File: config.mk
export PLATFORM = sky130hd
export DESIGN_NAME = s8254_bus_master
export DESIGN_NICKNAME = d
export VERILOG_FILES = /design/src/rtl/s8254_bus_master_pkg.sv /design/src/rtl/s8254_bus_cycle.sv /design/src/rtl/s8254_bus_master.sv
export SDC_FILE = /design/constraint.sdc
export NUM_CORES = 1
export LEC_CHECK = 0
export CORE_MARGIN = 3
export CORE_UTILIZATION = 53
export DETAILED_ROUTE_END_ITERATION = 8
export PLACE_DENSITY = 0.8
export SLEW_MARGIN = 20
export SYNTH_ARGS = -nofsm -noshare
export SYNTH_HDL_FRONTEND = slang
export SYNTH_SLANG_ARGS = --single-unit
File: constraint.sdc
create_clock -name clk -period 1.8 [get_ports clk]
set_input_delay 0.36 -clock clk [delete_from_list [all_inputs] [get_ports clk]]
set_output_delay 0.36 -clock clk [all_outputs]
set_load 0.02 [all_outputs]
File: src/rtl/s8254_bus_master_pkg.sv
// Shared encodings, bus-cycle state type and byte-list helpers for the 8254 bus master.
package s8254_bus_master_pkg;

  typedef enum logic [1:0] {
    OP_WRITE      = 2'b00,
    OP_READ       = 2'b01,
    OP_PROGRAM    = 2'b10,
    OP_LATCH_READ = 2'b11
  } op_e;

  localparam logic [1:0] ADDR_CNT0 = 2'b00;
  localparam logic [1:0] ADDR_CTRL = 2'b11;
  localparam logic [7:0] LATCH_CMD = 8'h00;
  localparam logic       DIR_W     = 1'b0;
  localparam logic       DIR_R     = 1'b1;

  typedef enum logic [2:0] {ST_IDLE, ST_SETUP, ST_STROBE, ST_HOLD, ST_GAP} bus_state_e;

  typedef struct packed {
    logic       dir;
    logic [1:0] a;
    logic [7:0] data;
  } bus_byte_t;

  typedef struct packed {
    bus_byte_t [2:0] ent;
    logic [1:0]      len;
  } byte_list_t;

  // Expands one request into the 1-3 chip-select cycles it needs on the timer bus.
  function automatic byte_list_t build_list(input op_e op, input logic [1:0] addr,
                                            input logic [7:0] wdata, input logic [5:0] mode,
                                            input logic [15:0] count);
    byte_list_t l;
    l     = '0;
    l.len = 2'd1;
    case (op)
      OP_WRITE: l.ent[0] = {DIR_W, addr, wdata};
      OP_READ:  l.ent[0] = {DIR_R, addr, 8'h00};
      OP_PROGRAM: begin
        l.ent[0] = {DIR_W, ADDR_CTRL, {2'b00, mode}};
        case (mode[5:4])
          2'b01: begin l.ent[1] = {DIR_W, ADDR_CNT0, count[7:0]};  l.len = 2'd2; end
          2'b10: begin l.ent[1] = {DIR_W, ADDR_CNT0, count[15:8]}; l.len = 2'd2; end
          2'b11: begin
            l.ent[1] = {DIR_W, ADDR_CNT0, count[7:0]};
            l.ent[2] = {DIR_W, ADDR_CNT0, count[15:8]};
            l.len    = 2'd3;
          end
          default: l.len = 2'd1;
        endcase
      end
      OP_LATCH_READ: begin
        l.ent[0] = {DIR_W, ADDR_CTRL, LATCH_CMD};
        case (mode[5:4])
          2'b01, 2'b10: begin l.ent[1] = {DIR_R, ADDR_CNT0, 8'h00}; l.len = 2'd2; end
          2'b11: begin
            l.ent[1] = {DIR_R, ADDR_CNT0, 8'h00};
            l.ent[2] = {DIR_R, ADDR_CNT0, 8'h00};
            l.len    = 2'd3;
          end
          default: l.len = 2'd1;
        endcase
      end
      default: l.len = 2'd1;
    endcase
    return l;
  endfunction

  function automatic logic [15:0] assemble(input op_e op, input logic [1:0] rw,
                                           input logic [7:0] b0, input logic [7:0] b1);
    logic [15:0] d;
    d = 16'h0000;
    if (op == OP_READ) begin
      d = {8'h00, b0};
    end else if (op == OP_LATCH_READ) begin
      case (rw)
        2'b01:   d = {8'h00, b0};
        2'b10:   d = {b0, 8'h00};
        2'b11:   d = {b1, b0};
        default: d = 16'h0000;
      endcase
    end
    return d;
  endfunction

endpackage

File: src/rtl/s8254_bus_cycle.sv
// One timer-bus byte cycle: SETUP, STROBE, HOLD with chip select low, then a one-cycle GAP.
module s8254_bus_cycle
  import s8254_bus_master_pkg::*;
#(
  parameter int SETUP_CYC  = 1,
  parameter int STROBE_CYC = 2,
  parameter int HOLD_CYC   = 1
) (
  input  logic       clk,
  input  logic       rst,
  input  logic       i_start,
  input  logic       i_dir,
  input  logic [1:0] i_a,
  input  logic [7:0] i_data,
  input  logic [7:0] i_od,
  output logic       o_done,
  output logic [7:0] o_rdata,
  output logic       o_cs_n,
  output logic       o_ior_n,
  output logic       o_iow_n,
  output logic [1:0] o_a,
  output logic [7:0] o_id
);

  localparam logic [3:0] SETUP_LAST  = 4'(SETUP_CYC - 1);
  localparam logic [3:0] STROBE_LAST = 4'(STROBE_CYC - 1);
  localparam logic [3:0] HOLD_LAST   = 4'(HOLD_CYC - 1);

  bus_state_e r_state, w_state_nxt;
  logic [3:0] r_cnt, w_cnt_nxt;
  logic       r_dir;
  logic [1:0] r_a;
  logic [7:0] r_data;
  logic [7:0] r_rdata;
  logic       w_cs;

  always_comb begin
    // NOTE: every comb output gets a default up front, so no branch can infer a latch.
    w_state_nxt = r_state;
    w_cnt_nxt   = r_cnt + 4'd1;
    case (r_state)
      ST_IDLE: begin
        w_cnt_nxt = '0;
        if (i_start) w_state_nxt = ST_SETUP;
      end
      ST_SETUP:  if (r_cnt == SETUP_LAST)  begin w_state_nxt = ST_STROBE; w_cnt_nxt = '0; end
      ST_STROBE: if (r_cnt == STROBE_LAST) begin w_state_nxt = ST_HOLD;   w_cnt_nxt = '0; end
      ST_HOLD:   if (r_cnt == HOLD_LAST)   begin w_state_nxt = ST_GAP;    w_cnt_nxt = '0; end
      ST_GAP: begin
        w_cnt_nxt   = '0;
        w_state_nxt = i_start ? ST_SETUP : ST_IDLE;
      end
      default: begin
        w_state_nxt = ST_IDLE;
        w_cnt_nxt   = '0;
      end
    endcase
  end

  always_ff @(posedge clk) begin
    // NOTE: state registers use non-blocking assignment only, so every register sees pre-edge values.
    if (rst) begin
      r_state <= ST_IDLE;
      r_cnt   <= '0;
      r_dir   <= DIR_W;
      r_a     <= '0;
      r_data  <= '0;
      r_rdata <= '0;
    end else begin
      r_state <= w_state_nxt;
      r_cnt   <= w_cnt_nxt;
      if (i_start && (r_state == ST_IDLE || r_state == ST_GAP)) begin
        r_dir  <= i_dir;
        r_a    <= i_a;
        r_data <= i_data;
      end
      // Read data is captured on the edge that ends the final strobe cycle.
      if (r_state == ST_STROBE && r_cnt == STROBE_LAST) r_rdata <= i_od;
    end
  end

  assign w_cs    = (r_state == ST_SETUP) || (r_state == ST_STROBE) || (r_state == ST_HOLD);
  assign o_cs_n  = !w_cs;
  assign o_iow_n = !(r_state == ST_STROBE && r_dir == DIR_W);
  assign o_ior_n = !(r_state == ST_STROBE && r_dir == DIR_R);
  assign o_a     = w_cs ? r_a : 2'b00;
  assign o_id    = (w_cs && r_dir == DIR_W) ? r_data : 8'h00;
  assign o_done  = (r_state == ST_GAP);
  assign o_rdata = r_rdata;

endmodule

File: src/rtl/s8254_bus_master.sv
// Request-level front end: captures a request, walks its byte list through the bus cycle, assembles reads.
module s8254_bus_master
  import s8254_bus_master_pkg::*;
#(
  parameter int SETUP_CYC  = 1,
  parameter int STROBE_CYC = 2,
  parameter int HOLD_CYC   = 1
) (
  input  logic        clk,
  input  logic        rst,
  input  logic        req_valid,
  output logic        req_ready,
  input  logic [1:0]  op,
  input  logic [1:0]  addr,
  input  logic [7:0]  wdata,
  input  logic [5:0]  mode,
  input  logic [15:0] count,
  output logic        rsp_valid,
  output logic [15:0] rsp_data,
  output logic        busy,
  output logic        CS_N,
  output logic [1:0]  a,
  output logic [7:0]  id,
  input  logic [7:0]  od,
  output logic        IOR_N,
  output logic        IOW_N
);

  logic        r_busy;
  logic        r_rsp_valid;
  logic [15:0] r_rsp_data;
  byte_list_t  r_list;
  logic [1:0]  r_idx;
  op_e         r_op;
  logic [1:0]  r_rw;
  logic        r_rd_cnt;
  logic [7:0]  r_b0, r_b1;
  logic        r_cur_dir;

  byte_list_t  w_list;
  bus_byte_t   w_start_ent;
  logic        w_accept, w_start, w_done, w_more, w_last, w_rd_byte;
  logic [7:0]  w_rdata, w_b0, w_b1;

  assign req_ready = !r_busy && !r_rsp_valid;
  assign busy      = !req_ready;
  assign rsp_valid = r_rsp_valid;
  assign rsp_data  = r_rsp_data;

  assign w_list    = build_list(op_e'(op), addr, wdata, mode, count);
  assign w_accept  = req_valid && req_ready;
  // r_idx points at the next entry to launch; the list is done once it reaches len.
  assign w_more    = (r_idx != r_list.len);
  assign w_start   = w_accept || (w_done && w_more);
  assign w_last    = w_done && !w_more;
  assign w_rd_byte = w_done && (r_cur_dir == DIR_R);
  assign w_b0      = (w_rd_byte && !r_rd_cnt) ? w_rdata : r_b0;
  assign w_b1      = (w_rd_byte && r_rd_cnt)  ? w_rdata : r_b1;

  // The first byte launches straight from the incoming request so no cycle is lost.
  always_comb begin
    case (r_idx)
      2'd1:    w_start_ent = r_list.ent[1];
      2'd2:    w_start_ent = r_list.ent[2];
      default: w_start_ent = r_list.ent[0];
    endcase
    if (w_accept) w_start_ent = w_list.ent[0];
  end

  always_ff @(posedge clk) begin
    if (rst) begin
      r_busy      <= 1'b0;
      r_rsp_valid <= 1'b0;
      r_rsp_data  <= '0;
      r_list      <= '0;
      r_idx       <= '0;
      r_op        <= OP_WRITE;
      r_rw        <= '0;
      r_rd_cnt    <= 1'b0;
      r_b0        <= '0;
      r_b1        <= '0;
      r_cur_dir   <= DIR_W;
    end else begin
      r_rsp_valid <= w_last;
      if (w_start) r_cur_dir <= w_start_ent.dir;
      if (w_accept) begin
        r_busy   <= 1'b1;
        r_list   <= w_list;
        r_idx    <= 2'd1;
        r_op     <= op_e'(op);
        r_rw     <= mode[5:4];
        r_rd_cnt <= 1'b0;
        r_b0     <= '0;
        r_b1     <= '0;
      end else begin
        if (w_done && w_more) r_idx <= r_idx + 2'd1;
        if (w_rd_byte) begin
          r_b0     <= w_b0;
          r_b1     <= w_b1;
          r_rd_cnt <= 1'b1;
        end
        if (w_last) begin
          r_busy     <= 1'b0;
          r_rsp_data <= assemble(r_op, r_rw, w_b0, w_b1);
        end
      end
    end
  end

  s8254_bus_cycle #(
    .SETUP_CYC (SETUP_CYC),
    .STROBE_CYC(STROBE_CYC),
    .HOLD_CYC  (HOLD_CYC)
  ) u_cycle (
    .clk    (clk),
    .rst    (rst),
    .i_start(w_start),
    .i_dir  (w_start_ent.dir),
    .i_a    (w_start_ent.a),
    .i_data (w_start_ent.data),
    .i_od   (od),
    .o_done (w_done),
    .o_rdata(w_rdata),
    .o_cs_n (CS_N),
    .o_ior_n(IOR_N),
    .o_iow_n(IOW_N),
    .o_a    (a),
    .o_id   (id)
  );

endmodule
==> results of run 1 <==
[worst register-to-register path, delay by kind of cell (launching register included)]
kind	cells	cell delay, ns
and+or+nand+nor	1	0.07
AOI/OAI and AO/OA	3	0.69
buffers and inverters	3	0.53
DFF	1	0.39
[cells in the mapped netlist, drive strengths merged, types with 2 or more instances]
master,instances,area share [%]
ha,9,2.5
nand2b,3,0.42
nor3b,4,0.79
a22oi,10,1.7
nand4,19,2.7
inv,12,1.0
nand2,55,4.7
dfxtp,99,45
o21ai,20,2.3
a221oi,8,1.6
o32a,4,0.91
o31ai,4,0.68
a211o,2,0.40
a21oi,28,3.2
a311oi,3,0.60
a31oi,2,0.28
nor2b,9,1.3
nand3,9,1.0
buf,20,2.5
o211ai,12,2.0
or3b,2,0.40
a221o,2,0.45
and2,9,1.3
clkbuf,18,1.6
a21o,4,0.68
a211oi,2,0.34
nor3,13,1.8
and3,3,0.42
mux2i,22,5.0
a32o,2,0.45
a22o,14,2.8
nor2,47,4.2
or2,5,0.71
xnor2,6,1.2
o221a,2,0.51
[what timing repair did]
item	in CTS	in global routing
cloned	0	0
buffers inserted	0	4
resized for setup	47	30
pin swaps	1	4
setup endpoints to repair	19	49
[logic make-up (layout without fill, tap and decap cells)]
logic type / after synthesis / count (layout)
buf+inv: 51 / 166
mux: 22 / 22
fa+ha+maj: 9 / 9
xor+xnor: 7 / 7
flops: 99 / 99
simple gates: 184 / 184
compound gates: 124 / 124
[routing by layer]
| layer | GRT usage (%) | share of wire, % | wire length, um |
|---|---|---|---|
| met5 | 0 | 0 | 0 |
| met4 | 7.35 | 2.7 | 324 |
| met2 | 43.2 | 50 | 5980 |
| met3 | 5.31 | 5.9 | 705 |
| met1 | 30.0 | 42 | 5020 |
[worst paths after layout]
path / start / end / slack, ns / cells past startpoint
max: u_cycle.r_state[0]$_SDFFE_PP0P_ / rsp_data[11]$_SDFFE_PP0P_ / 0.01 / 7
min: r_list[7]$_SDFFE_PP0P_ / r_list[7]$_SDFFE_PP0P_ / 0.46 / 1
max reg2reg: u_cycle.r_state[0]$_SDFFE_PP0P_ / rsp_data[11]$_SDFFE_PP0P_ / 0.01 / 7
min reg2reg: r_list[7]$_SDFFE_PP0P_ / r_list[7]$_SDFFE_PP0P_ / 0.46 / 1
[through the flow]
stage	utilization [%]	cells	setup TNS, ns
floorplan	-	496	0
global placement	70.9	693	-15.09
detailed placement	70.9	693	-17.42
CTS	73.4	709	0
global route	75.0	713	-0.366
finish	75.0	713	0
[layout make-up]
| class | count | area share, % |
|---|---|---|
| clock buffer | 10 | 2.33 |
| clock inverter | 6 | 1.59 |
| inverter | 13 | 0.824 |
| multi-input combinational | 346 | 38.9 |
| sequential | 99 | 33.5 |
| tap | 102 | 2.16 |
| timing repair buffer | 137 | 20.7 |
[state kept, by name, summed over array words and instances (netlist names), 2 cells and up]
signal           cells
r_rw                 2
r_idx                2
rsp_data            16
r_b1                 8
r_op                 2
u_cycle.r_data       8
u_cycle.r_a          2
r_b0                 8
r_list              31
u_cycle.o_rdata      8
u_cycle.r_cnt        4
u_cycle.r_state      3
[power by group]
part           leakage, nW  switching (mW)  internal, mW
Combinational         1.45           0.714         0.670
Sequential           0.804           0.117          2.34
Clock                0.114           0.782         0.836
Total                 2.36            1.61          3.85
==> results.txt, run 1 <==
The critical path class is reg2reg. Power comes to 5.46 mW. The cts-stage hold buffer count is 0. The maximum fanout count along the critical path came out at 15. The compound-gate portion of the synthesized area came out at 20.1%. In this run the number of H-tree levels came out at 3.

The tree built by TritonCTS fans out to 99 sinks. The floorplan step defined a die boundary enclosing 9460 um2. The run finished with clean final reports. The post-place instance area came out at 5590 um2. In the layout the commonest cells are sky130_fd_sc_hd__dfxtp_1, sky130_fd_sc_hd__clkdlybuf4s50_1, sky130_fd_sc_hd__buf_4. The number of hold violations in the final report is 0. The number of input and output port buffers inserted came out at 76. The final critical path takes up 99.4% of the cycle. The number of inserted filler cells in the final layout came out at between 500 and 600. After layout, the worst setup slack is 0.0104 ns. Counting along the longest clock path gives a buffer depth of 2.

The proportion of layout cells with a drive suffix above 1 is 19.6%. The total wire length is 12,000 um. Summing the areas of all and, or, nand and nor instances in the mapped netlist gives 21.0% of the synthesized area. The worst setup skew after layout came out at 0.00961 ns.

The congestion estimate from routability-driven global placement came to 0.844. The residual overflow from global routing is 0. The worst hold path belongs to the class reg2reg. The signal on the critical path passes through buf_4 -> nor4bb_4 -> buf_4 -> buf_6 -> a211o_1 -> o221a_2 -> a32o_1. The first-pass iteration count of the detailed router is 5.

The number of synthesized register bits came out at 99. The number of global-route vias before repair came out at 4,084. The final non-filler cell area came out at 5920 um2. The post-synthesis xor/xnor area fraction came out at 1.39%.

The chip width is 97.3 um. The post-detailed-route count of antenna-violating nets came out at 0. The post-synthesis instance area is 4420 um2.

Grouping stages by cell kind, the critical path spends the most delay in compound AO/OA/AOI/OAI gates. The number of CTS-inserted buffers came out at 9. The sequential cell area in the final layout came out at 1980 um2. The number of unique standard cell types used by synthesis came out at 58. The post-detailed-route DRC marker count came out at 0. In the final routed layout, each cell accounts on average for 16.9 um. The final net count came out at 660. The synthesized area divided by synthesized cell count is 8.90 um2. In this run the tightest slew margin relative to its limit is 40.0%. The core area is 7890 um2. The number of failing setup endpoints in the final timing report came out at 0.

The async set-or-reset flop fraction in the synthesized netlist came out at 0%. At the later pin of the worst-skew pair, clock insertion delay measures 0.36 ns. The number of max-capacitance violations reported came out at 0. The tightest hold margin is 0.463 ns. The worst setup path is launched from a flip-flop. Entering global routing, the biggest net connects 21 pins. The number of enable flip-flop cells after synthesis is 0. The cell area power density came out at 923 nW/um2. The clock period could shrink to 1.79 ns. The most common cell after layout, fill and taps aside is sky130_fd_sc_hd__dfxtp_1.

The critical path arrival came out at 2.05 ns. The count of buffering cells on the critical path with inverters included came out at 3. In the routed layout, each cell is associated on average with a via count of 5.96. The layout-stage area growth over the synthesis result is 34.0%. Clock-pin slew was measured on the worst setup and hold paths at 0.10 ns. The first routing iteration left 310 violations. The die boundary height came out at 97.3 um. The total number of vias is approximately 4,200. The mux share of post-synthesis cell area came out at around 5.0%. The post-synthesis adder-cell area fraction is 2.55%. The repair_antennas step left the layout with diodes totalling 0. After synthesis, flip-flops and latches occupy 44.9% of the total area. By area, the combinational part of the netlist is dominated by simple AND/OR/NAND/NOR gates.

The number of cell rows is 32. Setup repair after global routing could not meet its margin everywhere. The largest incremental delay on the critical path came out at a little under 0.4 ns.

The number of instances in the synthesized netlist is 496. The highest clock frequency the design can meet came out at 559 MHz. Yosys printed 0 warnings.

TritonCTS built the clock tree. At the worst endpoint, the required time is 2.06 ns. The cell chosen for the clock root is sky130_fd_sc_hd__clkbuf_8. The worst ir drop on vdd came out at roughly 0.00047 V. The slowest stage of the critical path is the sky130_fd_sc_hd__dfxtp_1 cell. The static leakage is 2.36 nW. The worst slack at placement came out at -0.390 ns.

For this configuration, the core starts out at a cell density of 56.0%. The type of destination of the critical path is a flip-flop. At the pin with the least slew margin, the transition time is 0.898 ns. The initial antenna violation count is 0. For this run, the leading register cell type out of synthesis is sky130_fd_sc_hd__dfxtp_1. The net count after synthesis is between 500 and 600. The first-pass GRT wire length came out at 19,300 um. The count of boundary I/O pins is 77. Global routing used between 20% and 30% of the available tracks across all layers. The half-perimeter wire length of the detailed placement result came out at 8500 um. The area of combinational cells with multiple inputs came out at 2300 um2. Among the stages of the critical path, the cell type that occurs most often is sky130_fd_sc_hd__buf_4. The number of slew-limit violations in the final report is 0.
Note: power is estimated with default switching activity, not from simulation.
==> inputs of run 2 (changes only) <==
- HOLD_SLACK_MARGIN: unset -> 0.02
- clock period: 1.8 -> 2.05 ns (I/O delays scaled with it)
==> results.txt, run 2 (synthesis gave the netlist of run 1 again) <==
The static leakage came out at 2.20 nW (-6.9%). The tightest hold margin came out at 0.456 ns (-0.00721 ns). The most flop-heavy register is r_list. The count of boundary I/O pins is 77 (unchanged).

The number of input and output port buffers inserted came to 76 (unchanged). The aggregate global-route resource usage is 23.1% (-1.5 points). The number of CTS-inserted buffers came out at 9 (unchanged). The chip width came out at 97.3 um (unchanged). The library cells used most frequently in the layout, excluding fill and tap cells, are sky130_fd_sc_hd__dfxtp_1, sky130_fd_sc_hd__clkdlybuf4s50_1, sky130_fd_sc_hd__nand2_1. The number of levels in the clock H-tree came out at 3 (unchanged). The DRC violation total after the first TritonRoute iteration is 275 (-11%). The cell depth of the worst min-delay path was 2 (+1). The initial antenna violation count came out at 0 (unchanged). The placed instance count was 669 (-3.5%). The total wire length came out at 11,100 um (-7.5%). The overall power after layout is 4.62 mW (-15%).

The maximum number of pins on one net before global-route repair is 21 (unchanged). The critical path is of the reg2out type. The core area came out at 7890 um2 (unchanged). The clock latency reported for the late side of the worst-skew pair came out at 0.36 ns (about the same).

The final net count came out at 632 (-4.2%). The clock transition at the registers of the reported paths is 0.09 ns (about the same). The area enclosed by the die boundary is 9460 um2 (unchanged). The run finished with clean final reports. The residual overflow from global routing came out at 0 (unchanged). The required time at the endpoint of the critical path is 1.64 ns (-0.42 ns).

The headroom to the max-slew limit is 55.6% (+16 points). The number of slew-limit violations in the final report is 0 (unchanged). The die boundary height came out at 97.3 um (unchanged). The worst ir drop on vdd came out at 0.000335 V (-29%). The post-detailed-route count of antenna-violating nets came out at 0 (unchanged). The worst setup skew after layout came out at 0.00673 ns (-0.00288 ns). The startpoint identified for the worst hold timing path is r_list[5]$_SDFFE_PP0P_.

In this run the clock root is driven by a sky130_fd_sc_hd__clkbuf_8. The post-detailed-route DRC marker count is 0 (unchanged). The tightest min-delay check is of the reg2reg type. The flip-flop count of the largest register, all copies and words added is 31 (unchanged). Traced cell by cell, the critical path runs through o21bai_1 -> nor2_1 -> buf_4 -> and2_1 -> dlygate4sd2_1. The per-cell routed wire length is 16.2 um (-3.7%).

The final non-filler cell area was 5620 um2 (-5.1%). The detail-routed via count per cell came out at 5.90 (-0.91%). The proportion of layout cells with a drive suffix above 1 was 11.7% (-8.0 points).

The largest buffer count on any clock path is 2 (unchanged). The first-pass GRT wire length came out at 18,100 um (-6.4%). The global placement routability congestion is 0.865 (+2.5%). The pin slew with the least headroom to its limit came out at 0.665 ns (-0.233 ns).

The post-layout utilization of the core is 71.2% (-3.8 points). The count of cells along the worst register-to-register path came to 5 (-2). The final standard cell count with taps included and fillers excluded is 685 (-3.9%). The number of hold violations in the final report came out at 0 (unchanged). The layout-stage area growth over the synthesis result is 27.2%.

The reg-to-reg setup timing slack came out at 0.18 ns (+0.17 ns). The final critical path takes up 95.1% of the cycle. The count of antenna diodes in the layout is 0 (unchanged). The library cell used most frequently in the layout, excluding fill and tap cells, is sky130_fd_sc_hd__dfxtp_1. The largest incremental delay on the critical path is 0.34 ns (-0.05 ns). The startpoint of the lowest-slack register-to-register path is u_cycle.r_state[0]$_SDFFE_PP0P_. The number of failing setup endpoints in the final timing report came to 0 (unchanged). The critical path arrival came out at 1.54 ns (-0.51 ns).

The first-pass iteration count of the detailed router is 5 (unchanged). The number of buffers inserted to repair setup after CTS is 0 (unchanged). The cell area power density came out at 823 nW/um2 (-11%).

The highest clock frequency the design can meet came out at 513 MHz. The post-place instance area came to 5400 um2 (-3.4%). The worst setup path is captured at an output pin. The maximum fanout count along the critical path is 8 (-7). The capturing point of the worst reg2reg path is u_cycle.r_data[2]$_SDFFE_PP0P_. The number of global-route vias before repair was 3,821 (-6.4%). The half-perimeter wire length of the detailed placement result is 8350 um (-1.8%). The number of max-capacitance violations reported came to 0 (unchanged).

For hold timing, the worst endpoint is r_list[5]$_SDFFE_PP0P_. The effective utilization at floorplan was 56.0% (unchanged). The clock net sink count came out at 99 (unchanged).

TritonCTS built the clock tree. The number of cell rows came to 32 (unchanged). The clock period could shrink to 1.95 ns. The largest individual stage delay along the critical path comes from the cell sky130_fd_sc_hd__dfxtp_1. Setup repair after global routing left no endpoint under its margin. The worst setup path is launched from a flip-flop. The total number of vias was 4,044 (-4.8%).
## run 2: changes by cell type in the layout (fill, tap and decap cells not counted), moves of 3 or more
cell and delta:
sky130_fd_sc_hd__buf_12 -3, sky130_fd_sc_hd__buf_2 -6, sky130_fd_sc_hd__buf_4 -27, sky130_fd_sc_hd__clkdlybuf4s15_1 +5, sky130_fd_sc_hd__clkdlybuf4s50_1 +4, sky130_fd_sc_hd__dlygate4sd2_1 +3
## run 2: worst max-delay path: cells and delay by family (launching register included)
| kind | cells | cell delay, ns |
|---|---|---|
| AOI/OAI and AO/OA | 1 | 0.17 |
| buffers and inverters | 2 | 0.46 |
| DFF | 1 | 0.34 |
| and+or+nand+nor | 2 | 0.21 |
## run 2: worst max-delay path by stage
stage	cells after the start	from	slack, ns	end
final	5	u_cycle.r_state[0]$_SDFFE_PP0P_	0.1	id[6]
after detailed placement	5	req_valid	-0.20	u_cycle.r_data[2]$_SDFFE_PP0P_
after floorplan	4	u_cycle.r_state[1]$_SDFFE_PP0P_	0.30	id[0]
after CTS	3	u_cycle.r_state[0]$_SDFFE_PP0P_	0.001	CS_N
after global routing	5	u_cycle.r_state[0]$_SDFFE_PP0P_	0.002	id[5]
after global placement	5	req_valid	-0.14	u_cycle.r_data[4]$_SDFFE_PP0P_
## run 2: per-stage QoR
step	setup TNS (ns)	worst slack, ns
floorplan	0	0.296
global placement	-2.44	-0.143
detailed placement	-4.89	-0.201
CTS	0	0.00100
global route	0	0.00216
finish	0	0.0998
## run 2: cell type report
cell class | instances | area, um2
fillers | 601 | 2270
multi-input cells | 346 | 2220
flip-flops and latches | 99 | 1980
repair buffers | 109 | 1010
clock buffers | 10 | 138
well taps | 102 | 128
clock inverters | 6 | 86.3
inverters | 13 | 48.8
## run 2: layer usage
layer | GRT usage, % | vias up | part of all wire, %
met5 | 0 | - | 0
met4 | 8.41 | 0 | 2.4
met3 | 5.24 | 28 | 7.0
met2 | 38.7 | 172 | 49
met1 | 29.0 | 1901 | 42
li1 | - | 1943 | -
## run 2: timing repair
action | in CTS | in global routing
hold buffers | 0 | 0
endpoints found under the setup margin | 12 | 9
resized for setup | 13 | 6
pin swaps | 0 | 1
gates cloned | 0 | 0
endpoints found under the hold margin | 0 | 0
## run 2: power by group
part / total (mW) / switching (mW) / internal (mW)
logic: 1.07 / 0.563 / 0.508
clock network: 1.39 / 0.673 / 0.721
registers: 2.16 / 0.103 / 2.06
==> inputs of run 3 (changes only) <==
- ABC_AREA: unset -> 0
==> results of run 3 <==
No change in the layout: final DEF, timing and power equal those of run 2.
